`src/rtl/pe_feeder.sv`:
```
// Transmit end of the multicast-to-PE link: loads a filter row once per job, then
// reloads and streams an imap row to a single PE for each row pass.
module pe_feeder #(
    parameter int DATA_W   = 32,
    parameter int ADDR_W   = 8,
    parameter int FILT_LEN = 3,
    parameter int IMAP_LEN = 5
) (
    input  logic              clk,
    input  logic              rst,
    input  logic              start,
    input  logic [ADDR_W-1:0] weight_base_addr,
    input  logic [ADDR_W-1:0] imap_base_addr,
    input  logic [ADDR_W-1:0] imap_stride,
    input  logic [5:0]        num_passes,
    input  logic [DATA_W-1:0] psum_init,
    output logic              mem_rd_en,
    output logic [ADDR_W-1:0] mem_rd_addr,
    input  logic [DATA_W-1:0] mem_rd_data,
    output logic              to_mult_enable,
    output logic              to_mult_valid,
    output logic [DATA_W-1:0] to_mult_weight_value,
    output logic [DATA_W-1:0] to_mult_imap_value,
    output logic [DATA_W-1:0] to_mult_psum_value,
    input  logic              from_mult_ready,
    output logic              busy,
    output logic              done
);
    localparam int TOT_LEN = FILT_LEN + IMAP_LEN;
    localparam int IDX_W   = $clog2(TOT_LEN + 1);
    localparam int BEAT_W  = $clog2(IMAP_LEN + 1);
    localparam logic [IDX_W-1:0]  LAST_W_IDX = IDX_W'(TOT_LEN - 1);
    localparam logic [IDX_W-1:0]  LAST_I_IDX = IDX_W'(IMAP_LEN - 1);
    localparam logic [IDX_W-1:0]  FILT_IDX   = IDX_W'(FILT_LEN);
    localparam logic [BEAT_W-1:0] LAST_BEAT  = BEAT_W'(IMAP_LEN - 1);

    typedef enum logic [2:0] {
        IDLE, FETCH, FETCH_LAST, ARM, STREAM, WAIT, DONE
    } state_t;

    state_t state, state_nxt;

    logic [ADDR_W-1:0] weight_base;
    logic [ADDR_W-1:0] imap_base;
    logic [ADDR_W-1:0] stride;
    logic [5:0]        passes;
    logic [5:0]        pass_cnt;
    logic [DATA_W-1:0] psum_lat;
    logic              fetch_w;
    logic [IDX_W-1:0]  fetch_idx;
    logic [BEAT_W-1:0] beat;

    logic [DATA_W-1:0] weight_q [FILT_LEN];
    logic [DATA_W-1:0] imap_q   [IMAP_LEN];

    logic              vld_p1;
    logic              cap_w_p1;
    logic [IDX_W-1:0]  cap_idx_p1;

    logic              in_w;
    logic              fetch_last;
    logic              more_passes;
    logic [IDX_W-1:0]  imap_idx;
    logic [ADDR_W-1:0] fetch_addr;

    // Weights occupy the first FILT_LEN fetch slots only on the first pass of a job
    always_comb begin
        in_w        = fetch_w && (fetch_idx < FILT_IDX);
        imap_idx    = fetch_w ? (fetch_idx - FILT_IDX) : fetch_idx;
        fetch_addr  = in_w ? (weight_base + ADDR_W'(fetch_idx))
                           : (imap_base + ADDR_W'(imap_idx));
        fetch_last  = (fetch_idx == (fetch_w ? LAST_W_IDX : LAST_I_IDX));
        more_passes = (({1'b0, pass_cnt} + 7'd1) < {1'b0, passes});
    end

    always_comb begin
        state_nxt = state;
        case (state)
            IDLE:       if (start) state_nxt = (num_passes == 6'd0) ? DONE : FETCH;
            FETCH:      if (fetch_last) state_nxt = FETCH_LAST;
            FETCH_LAST: state_nxt = ARM;
            ARM:        state_nxt = STREAM;
            STREAM:     if (beat == LAST_BEAT) state_nxt = WAIT;
            WAIT:       if (from_mult_ready) state_nxt = more_passes ? FETCH : DONE;
            DONE:       state_nxt = IDLE;
            default:    state_nxt = IDLE;
        endcase
    end

    always_comb begin
        mem_rd_en            = (state == FETCH);
        mem_rd_addr          = mem_rd_en ? fetch_addr : '0;
        to_mult_enable       = (state == ARM);
        to_mult_valid        = (state == STREAM);
        to_mult_weight_value = '0;
        to_mult_imap_value   = '0;
        to_mult_psum_value   = '0;
        if (to_mult_valid) begin
            for (int k = 0; k < IMAP_LEN; k++)
                if (beat == BEAT_W'(k)) to_mult_imap_value = imap_q[k];
            for (int k = 0; k < FILT_LEN; k++)
                if (beat == BEAT_W'(k)) to_mult_weight_value = weight_q[k];
            if (beat == '0) to_mult_psum_value = psum_lat;
        end
        busy = (state != IDLE);
        done = (state == DONE);
    end

    always_ff @(posedge clk or posedge rst) begin
        if (rst) begin
            state       <= IDLE;
            weight_base <= '0;
            imap_base   <= '0;
            stride      <= '0;
            passes      <= '0;
            pass_cnt    <= '0;
            psum_lat    <= '0;
            fetch_w     <= 1'b0;
            fetch_idx   <= '0;
            beat        <= '0;
            vld_p1      <= 1'b0;
            cap_w_p1    <= 1'b0;
            cap_idx_p1  <= '0;
        end else begin
            state      <= state_nxt;
            vld_p1     <= mem_rd_en;
            cap_w_p1   <= in_w;
            cap_idx_p1 <= in_w ? fetch_idx : imap_idx;
            case (state)
                IDLE: begin
                    if (start) begin
                        weight_base <= weight_base_addr;
                        imap_base   <= imap_base_addr;
                        stride      <= imap_stride;
                        passes      <= num_passes;
                        psum_lat    <= psum_init;
                        pass_cnt    <= '0;
                        fetch_w     <= 1'b1;
                        fetch_idx   <= '0;
                    end
                end
                FETCH:  fetch_idx <= fetch_last ? '0 : (fetch_idx + IDX_W'(1));
                ARM:    beat <= '0;
                STREAM: beat <= beat + BEAT_W'(1);
                WAIT: begin
                    if (from_mult_ready) begin
                        pass_cnt  <= pass_cnt + 6'd1;
                        imap_base <= imap_base + stride;
                        fetch_w   <= 1'b0;
                    end
                end
                default: ;
            endcase
        end
    end

    // Capture stage: read data returns one cycle after its strobe
    always_ff @(posedge clk or posedge rst) begin
        if (rst) begin
            for (int k = 0; k < FILT_LEN; k++) weight_q[k] <= '0;
            for (int k = 0; k < IMAP_LEN; k++) imap_q[k] <= '0;
        end else if (vld_p1) begin
            for (int k = 0; k < FILT_LEN; k++)
                if (cap_w_p1 && (cap_idx_p1 == IDX_W'(k))) weight_q[k] <= mem_rd_data;
            for (int k = 0; k < IMAP_LEN; k++)
                if (!cap_w_p1 && (cap_idx_p1 == IDX_W'(k))) imap_q[k] <= mem_rd_data;
        end
    end

endmodule

```
`config.mk`:
```
export PLATFORM = sky130hd
export DESIGN_NAME = pe_feeder
export DESIGN_NICKNAME = d
export VERILOG_FILES = /design/src/rtl/pe_feeder.sv
export SDC_FILE = /design/constraint.sdc
export NUM_CORES = 1
export LEC_CHECK = 0
export BUFFER_PORTS_ARGS = -buffer_cell sky130_fd_sc_hd__buf_2
export CAP_MARGIN = 20
export CORE_ASPECT_RATIO = 1.4
export CORE_MARGIN = 2
export CORE_UTILIZATION = 53
export DETAILED_ROUTE_END_ITERATION = 10
export PLACE_DENSITY = 0.79
export SYNTH_ARGS = -nofsm -noshare
export SYNTH_HDL_FRONTEND = slang
export SYNTH_SLANG_ARGS = --single-unit
```
`constraint.sdc`:
```
create_clock -name clk -period 9.95 [get_ports clk]
set_input_delay 0.995 -clock clk [delete_from_list [all_inputs] [get_ports clk]]
set_output_delay 0.995 -clock clk [all_outputs]
set_load 0.01 [all_outputs]
```
==> impl_metrics.py, run 1 <==
metrics = {
    "status": {
        "status": "complete, no violations",
    },
    "timing": {
        "grt_setup_unrepaired": "no",
        "tightestPinTransition_ns": 1.092,
        "fin_worst_skew_ns": 0.01276,
        "setup_violations": 0,
        "min_period_ns": 4.764,
        "final.period_utilization_pct": 47.88,
        "relSlewSlack_pct": 26.93,
        "finalHoldViolations": 0,
        "drv_slew": 0,
        "fmax_ghz": 0.2099,
        "finalSetupTns_ns": 0,
    },
    "clock_network": {
        "clkLatencyLatePin_ns": 0.52,
        "post-cts-setup-buffers": 0,
        "clk_pin_slew_ns": 0.06,
        "cts_made_buffers": 35,
        "cts_resized": 0,
        "clock-sinks": 341,
        "cts_tree": "built",
        "ctsHoldBuffers": 0,
        "cts.path.max_buffers": 3,
        "root_buffer": "clkbuf_16",
        "h-tree-depth": 2,
    },
    "pwr": {
        "power_frac_clock_pct": 20.8,
        "power_density_nw_per_um2": 344.0,
        "vdd_drop_max_uv": 215.7,
        "p_seq_share_pct": 39.0,
        "p_int_mw": 4.080,
        "p_switching_mw": 2.278,
        "swShare_pct": 35.83,
        "p_comb_share_pct": 40.2,
        "leakage_nw": 8.341,
    },
    "setup_path": {
        "worstPathArrival_ns": 3.77,
        "start_kind": "flip-flop",
        "crit_fanout": 36,
        "reg2reg_slack_ns": 7.25,
        "cp.required_ns": 8.96,
        "crit_type": "reg -> out",
        "cp-end-kind": "output pin",
    },
    "placed_design": {
        "port_buffers": 206,
        "hpwl_um": 23070,
        "place.gp.congestion": 0.7924,
        "place_inst": 1861,
    },
    "die": {
        "core_area_um2": 30030,
        "die_y_um": 210.6,
        "io_pins": 207,
        "die_area_um2": 31910,
        "die_x_um": 151.5,
        "initial_core_util_pct": 53.79,
        "core.rowCount": 75,
    },
    "synthesis": {
        "synth.area.top_cells": "dfrtp_1 53%, mux2_2 21%, a221oi_1 3.3%",
        "ys_types": 54,
        "syn_avg_cell_area_um2": 11.97,
        "synth-async-reset-ratio_pct": 100.0,
        "yosysWarnings": 0,
        "syn_area_um2": 16150,
        "ys_seq_area_share_pct": 52.83,
        "syn_nets": 1478,
        "synth_edf_count": 0,
        "synth_area_leader_cell": "dfrtp_1",
        "synth.most_common_cell": "dfrtp_1",
        "ys_ff_latch": 341,
        "synthCells": 1350,
        "synthDominantCellAreaShare_pct": 52.83,
        "synthTopCellsByCount": "341 x dfrtp_1, 303 x mux2_2, 92 x nor2_1, 81 x a21oi_1, 71 x nor3_1",
        "synth_ff_type": "dfrtp_1",
    },
    "finish": {
        "antenna_cells": 0,
        "fin_cells": 1921,
        "drive_above_1_share_pct": 39.58,
        "area_delta_synth_final_pct": 14.41,
        "nets": 1641,
        "fill_cells": 2375,
    },
    "drt": {
        "wl_um": 38820,
        "remaining_drc_errors": 0,
        "vias_per_cell": 5.927,
        "first_pass_iters": 6,
        "final_antenna_net_count": 0,
        "drt_iter0_markers": 848,
        "avgRoutedWirePerCell_um": 20.21,
        "vias": 11385,
    },
    "min_path": {
        "hold_path_class": "reg -> reg",
    },
    "global_route": {
        "grt.overflow.total": 0,
        "grt_pass1_wl_um": 61960,
        "antenna_found_initial": 0,
        "grt.total_usage_pct": 24.57,
        "grt_pass1_vias": 11814,
        "grt_max_degree": 198,
    },
    "flow_run": {
        "maxCapViolations": 0,
    },
}
-- through the flow --
stage | cell area (um2) | hold WS [ns] | total power, mW | worst slack (ns) | utilization, %
floorplan | 16160 | 0.4588 | 4.379 | 4.394 | -
global placement | 17340 | 0.4731 | 4.895 | 5.926 | 57.73
detailed placement | 17340 | 0.4872 | 5.024 | 5.750 | 57.73
CTS | 18480 | 0.5007 | 6.377 | 5.195 | 61.54
global route | 18480 | 0.5127 | 6.785 | 4.962 | 61.54
finish | 18480 | 0.4978 | 6.358 | 5.186 | 61.54
-- critical path, stage by stage (launching register included) --
cell and delay [ns]:
dfrtp_1 0.50, nor2_1 0.17, nand2_2 0.54, inv_2 0.84
and3_1 0.83, and2_1 0.24, buf_2 0.13
-- cell type report --
class                           instances  area (um2)  share of cell area, %
Clock buffer                           45       983.4                  5.322
Clock inverter                         15       160.2                 0.8666
Inverter                               22       86.33                 0.4672
Multi-Input combinational cell        896        7109                  38.47
Sequential cell                       341        8533                  46.17
Tap cell                              385       481.7                  2.607
Timing Repair Buffer                  217        1126                  6.093
-- worst paths after layout --
path | depth (start not counted) | end | start
worst min-delay path | 1 | imap_q[26] | imap_q[26]
worst min register to register | 1 | imap_q[26] | imap_q[26]
worst max register to register | 6 | imap_base[7] | state[0]
worst max-delay path | 6 | to_mult_psum_value[0] | state[0]
max in group asynchronous | 4 | weight_q[17] | rst
min in group asynchronous | 3 | weight_q[64] | rst
-- power by group through the flow --
stage               clock, mW  sequential [mW]  combinational, mW
finish                   1.32             2.48               2.56
global route             1.40             2.56               2.83
CTS                      1.34             2.47               2.56
detailed placement          0             2.49               2.54
global placement            0             2.45               2.45
floorplan                   0             2.36               2.02
-- registers in the layout, indices dropped and copies added, names as in the netlist, 3 cells and up --
| name | flops |
|---|---|
| cap_idx_p1 | 4 |
| passes | 6 |
| imap_base | 8 |
| weight_base | 8 |
| psum_lat | 32 |
| state | 3 |
| imap_q | 160 |
| stride | 8 |
| fetch_idx | 4 |
| pass_cnt | 6 |
| weight_q | 96 |
| beat | 3 |
-- metal layers --
metal / wire length, um / GRT usage, % / vias to the layer above
met5: 0 / 0 / -
met4: 874 / 7.599 / 0
met2: 20300 / 44.03 / 337
met3: 2040 / 4.069 / 58
li1: - / - / 5204
met1: 15600 / 30.14 / 5786
-- cell families (layout without fill, tap and decap cells) --
| kind of cell | after synthesis | count (layout) | synth area share [%] |
|---|---|---|---|
| DFF | 341 | 341 | 52.83 |
| and+or+nand+nor | 288 | 288 | 8.683 |
| muxes | 307 | 307 | 21.38 |
| adders and majority gates | 30 | 30 | 2.463 |
| xor gates and xnor gates | 22 | 22 | 1.193 |
| AOI/OAI and AO/OA | 249 | 249 | 10.05 |
| buffers and inverters | 113 | 299 | 3.408 |
-- placed cells by master, fill, tap and decap left out, types with 7 or more instances in the layout --
cell type | synthesis | layout
nor3_1 | 71 | 71
nand2_1 | 50 | 42
clkbuf_8 | 0 | 7
a221oi_1 | 60 | 60
inv_1 | 20 | 19
buf_4 | 4 | 10
ha_1 | 27 | 26
nor2_1 | 92 | 92
clkinv_2 | 0 | 9
buf_2 | 44 | 206
o21ai_0 | 69 | 69
nand2_2 | 2 | 10
xnor2_1 | 11 | 11
a211oi_1 | 8 | 8
xor2_1 | 11 | 11
a21o_1 | 9 | 9
a21oi_1 | 81 | 81
clkbuf_16 | 0 | 35
nor2b_1 | 9 | 7
mux2_2 | 303 | 303
and2_1 | 35 | 34
nand3_1 | 7 | 7
dfrtp_1 | 341 | 341
No activity file was read; power rests on OpenSTA's default activity.
==> inputs of run 2 (changes only) <==
--- a/config.mk
+++ b/config.mk
@@ -5,6 +5,7 @@
 export SDC_FILE = /design/constraint.sdc
 export NUM_CORES = 1
 export LEC_CHECK = 0
+export ABC_AREA = 1
 export BUFFER_PORTS_ARGS = -buffer_cell sky130_fd_sc_hd__buf_2
 export CAP_MARGIN = 20
 export CORE_ASPECT_RATIO = 1.4
==> constraint.sdc (replaced) <==
create_clock -name clk -period 4.1 [get_ports clk]
set_input_delay 0.41 -clock clk [delete_from_list [all_inputs] [get_ports clk]]
set_output_delay 0.41 -clock clk [all_outputs]
set_load 0.01 [all_outputs]
==> impl_metrics.py, run 2 <==
metrics = {
    "status": {
        "status": "complete, no violations",
    },
    "min_path": {
        "hold_path_class": "in -> reg",
        "min_to": "stride[7]",
        "hp-start": "imap_stride[7]",
        "whs_path_depth": 2,
    },
    "global_route": {
        "grt_pass1_wl_um": 69280,
        "grt.busiest_layer": "met2",
        "antenna_found_initial": 1,
        "grt_max_degree": 123,
        "grt_pass1_vias": 13737,
        "grtUsageMet1_pct": 34.40,
        "grt.total_usage_pct": 27.37,
        "grt_use_met3_pct": 4.784,
        "grt.overflow.total": 0,
        "globalRouteMet2Util_pct": 47.32,
    },
    "placed_design": {
        "placed_area_um2": 17380,
        "place.gp.congestion": 0.8986,
        "place_inst": 2337,
        "port_buffers": 206,
        "hpwl_um": 26720,
    },
    "finish": {
        "top_register": "imap_q",
        "nets": 2119,
        "final_common_cell": "nand2_1",
        "largest_reg_flops": 160,
        "final_cell_mix": "467 x nand2_1, 363 x o21ai_0, 341 x dfrtp_1",
        "multi_input_area_um2": 6706,
        "drive_above_1_share_pct": 18.15,
        "regArea_um2": 8533,
        "area_delta_synth_final_pct": 15.55,
        "fill_cells": 2514,
        "largest_registers": "imap_q (160), weight_q (96), psum_lat (32)",
        "final_cell_area_um2": 18630,
        "fin_cells": 2404,
    },
    "timing": {
        "relSlewSlack_pct": 33.37,
        "grt_setup_unrepaired": "no",
        "setup_violations": 0,
        "min_period_ns": 3.347,
        "finalHoldViolations": 0,
        "final.period_utilization_pct": 81.63,
        "drv_slew": 0,
        "whs_ns": 0.1111,
        "finalSetupTns_ns": 0,
        "fin_worst_skew_ns": 0.02127,
        "tightestPinTransition_ns": 0.9994,
        "fmax_ghz": 0.2988,
    },
    "clock_network": {
        "cts_tree": "built",
        "h-tree-depth": 2,
        "clkLatencyLatePin_ns": 0.54,
        "cts.path.max_buffers": 3,
        "cts_made_buffers": 35,
        "clock-sinks": 341,
        "cts_resized": 0,
        "root_buffer": "clkbuf_16",
        "ctsHoldBuffers": 1,
        "post-cts-setup-buffers": 0,
        "clk_pin_slew_ns": 0.06,
    },
    "synthesis": {
        "synth_ff_type": "dfrtp_1",
        "synth.area.top_cells": "dfrtp_1 53%, o21ai_0 11%, nand2_1 11%",
        "synth-async-reset-ratio_pct": 100.0,
        "ys_seq_area_share_pct": 52.93,
        "synth_area_leader_cell": "dfrtp_1",
        "synthTopCellsByCount": "469 x nand2_1, 363 x o21ai_0, 341 x dfrtp_1, 132 x nand3_1, 91 x inv_1",
        "synthDominantCellAreaShare_pct": 52.93,
        "synthCells": 1843,
        "yosysWarnings": 0,
        "syn_nets": 1971,
        "ys_ff_latch": 341,
        "syn_avg_cell_area_um2": 8.748,
        "synth_edf_count": 0,
        "syn_area_um2": 16120,
        "synth.most_common_cell": "nand2_1",
        "ys_types": 38,
    },
    "setup_path": {
        "cp.required_ns": 3.69,
        "crit_type": "reg -> out",
        "critPathSlowestCell": "nand2_4",
        "worstPathArrival_ns": 2.94,
        "max_stage_delay_ns": 0.73,
        "worstReg2RegStart": "state[2]",
        "crit_chain": "inv_1, ha_1, nand2_4, buf_4, o21ai_0, a31oi_1, buf_2",
        "start_kind": "flip-flop",
        "r2r_cells": 6,
        "cp-end-kind": "output pin",
        "crit_fanout": 92,
        "reg2reg_slack_ns": 1.86,
        "cpLargestDelayFamily": "simple AND/OR/NAND/NOR gates",
        "reg2reg_to": "psum_lat[20]",
        "worst-path-buf-inv": 3,
    },
    "drt": {
        "vias_per_cell": 5.738,
        "final_antenna_net_count": 0,
        "vias": 13793,
        "drt_iter0_markers": 1158,
        "avgRoutedWirePerCell_um": 17.78,
        "first_pass_iters": 5,
        "remaining_drc_errors": 0,
        "wl_um": 42740,
    },
    "die": {
        "initial_core_util_pct": 53.86,
        "io_pins": 207,
        "die_area_um2": 31850,
        "core.rowCount": 75,
        "die_y_um": 210.4,
        "core_area_um2": 29940,
        "die_x_um": 151.4,
    },
    "pwr": {
        "power_density_nw_per_um2": 793.1,
        "leakage_nw": 9.319,
        "vdd_drop_max_uv": 460.1,
    },
    "flow_run": {
        "maxCapViolations": 0,
    },
}
[run 2: cell count changes after synthesis, moves of 21 or more]
| cell | before | now |
|---|---|---|
| clkbuf_1 | 30 | 70 |
| mux2_2 | 303 | 25 |
| a21oi_1 | 81 | 27 |
| o21ai_0 | 69 | 363 |
| nor2_1 | 92 | 65 |
| o211ai_1 | 1 | 28 |
| a221oi_1 | 60 | 0 |
| nand3_1 | 7 | 132 |
| mux2_4 | 0 | 21 |
| inv_1 | 20 | 91 |
| nor3_1 | 71 | 7 |
| and2_1 | 35 | 0 |
| nand2_1 | 50 | 469 |
| a31oi_1 | 1 | 61 |
[run 2: how the worst max path moves through the flow]
| stage | startpoint | to | slack [ns] | depth (start not counted) |
|---|---|---|---|---|
| after floorplan | rst | beat[0] | -0.87 | 1 |
| after global placement | beat[0] | to_mult_weight_value[30] | 1.39 | 7 |
| after detailed placement | beat[0] | to_mult_weight_value[0] | 1.31 | 7 |
| after CTS | beat[0] | to_mult_weight_value[21] | 0.74 | 7 |
| after global routing | beat[0] | to_mult_weight_value[21] | 0.52 | 7 |
| final | beat[0] | to_mult_weight_value[21] | 0.75 | 7 |
[run 2: per-stage QoR]
stage | power (mW) | util [%] | setup WS, ns
CTS | 14.80 | 62.15 | 0.7432
detailed placement | 11.38 | 58.06 | 1.312
floorplan | 9.895 | - | -0.8705
global route | 15.91 | 62.22 | 0.5235
global placement | 11.10 | 57.86 | 1.390
finish | 14.78 | 62.24 | 0.7532
[run 2: metal layers]
layer	vias up	routed length, um
met2	596	21310
li1	6508	-
met1	6596	16940
met3	93	3203
met4	0	1289
met5	-	0
[run 2: final cells by class]
| cell class | count | share of cell area (%) |
|---|---|---|
| Clock buffer | 49 | 5.635 |
| Antenna cell | 2 | 0.02686 |
| Inverter | 95 | 1.934 |
| Tap cell | 385 | 2.586 |
| Multi-Input combinational cell | 1286 | 36.00 |
| Clock inverter | 14 | 0.8865 |
| Timing Repair Buffer | 232 | 7.132 |
| Sequential cell | 341 | 45.80 |
[run 2: logic make-up after synthesis]
logic type,after synthesis,share of synthesized area [%]
AOI/OAI and AO/OA,491,16.33
xor gates and xnor gates,15,0.8149
adders and majority gates,30,2.468
buffers and inverters,216,5.634
DFF,341,52.93
muxes,46,3.702
and+or+nand+nor,704,18.13
[run 2: power breakdown]
part	internal, mW	total (mW)	leakage, nW	switching [mW]
Clock	1.99	3.34	0.601	1.36
Combinational	2.15	5.49	4.82	3.34
Sequential	4.97	5.95	3.90	0.977
Total	9.11	14.8	9.32	5.67
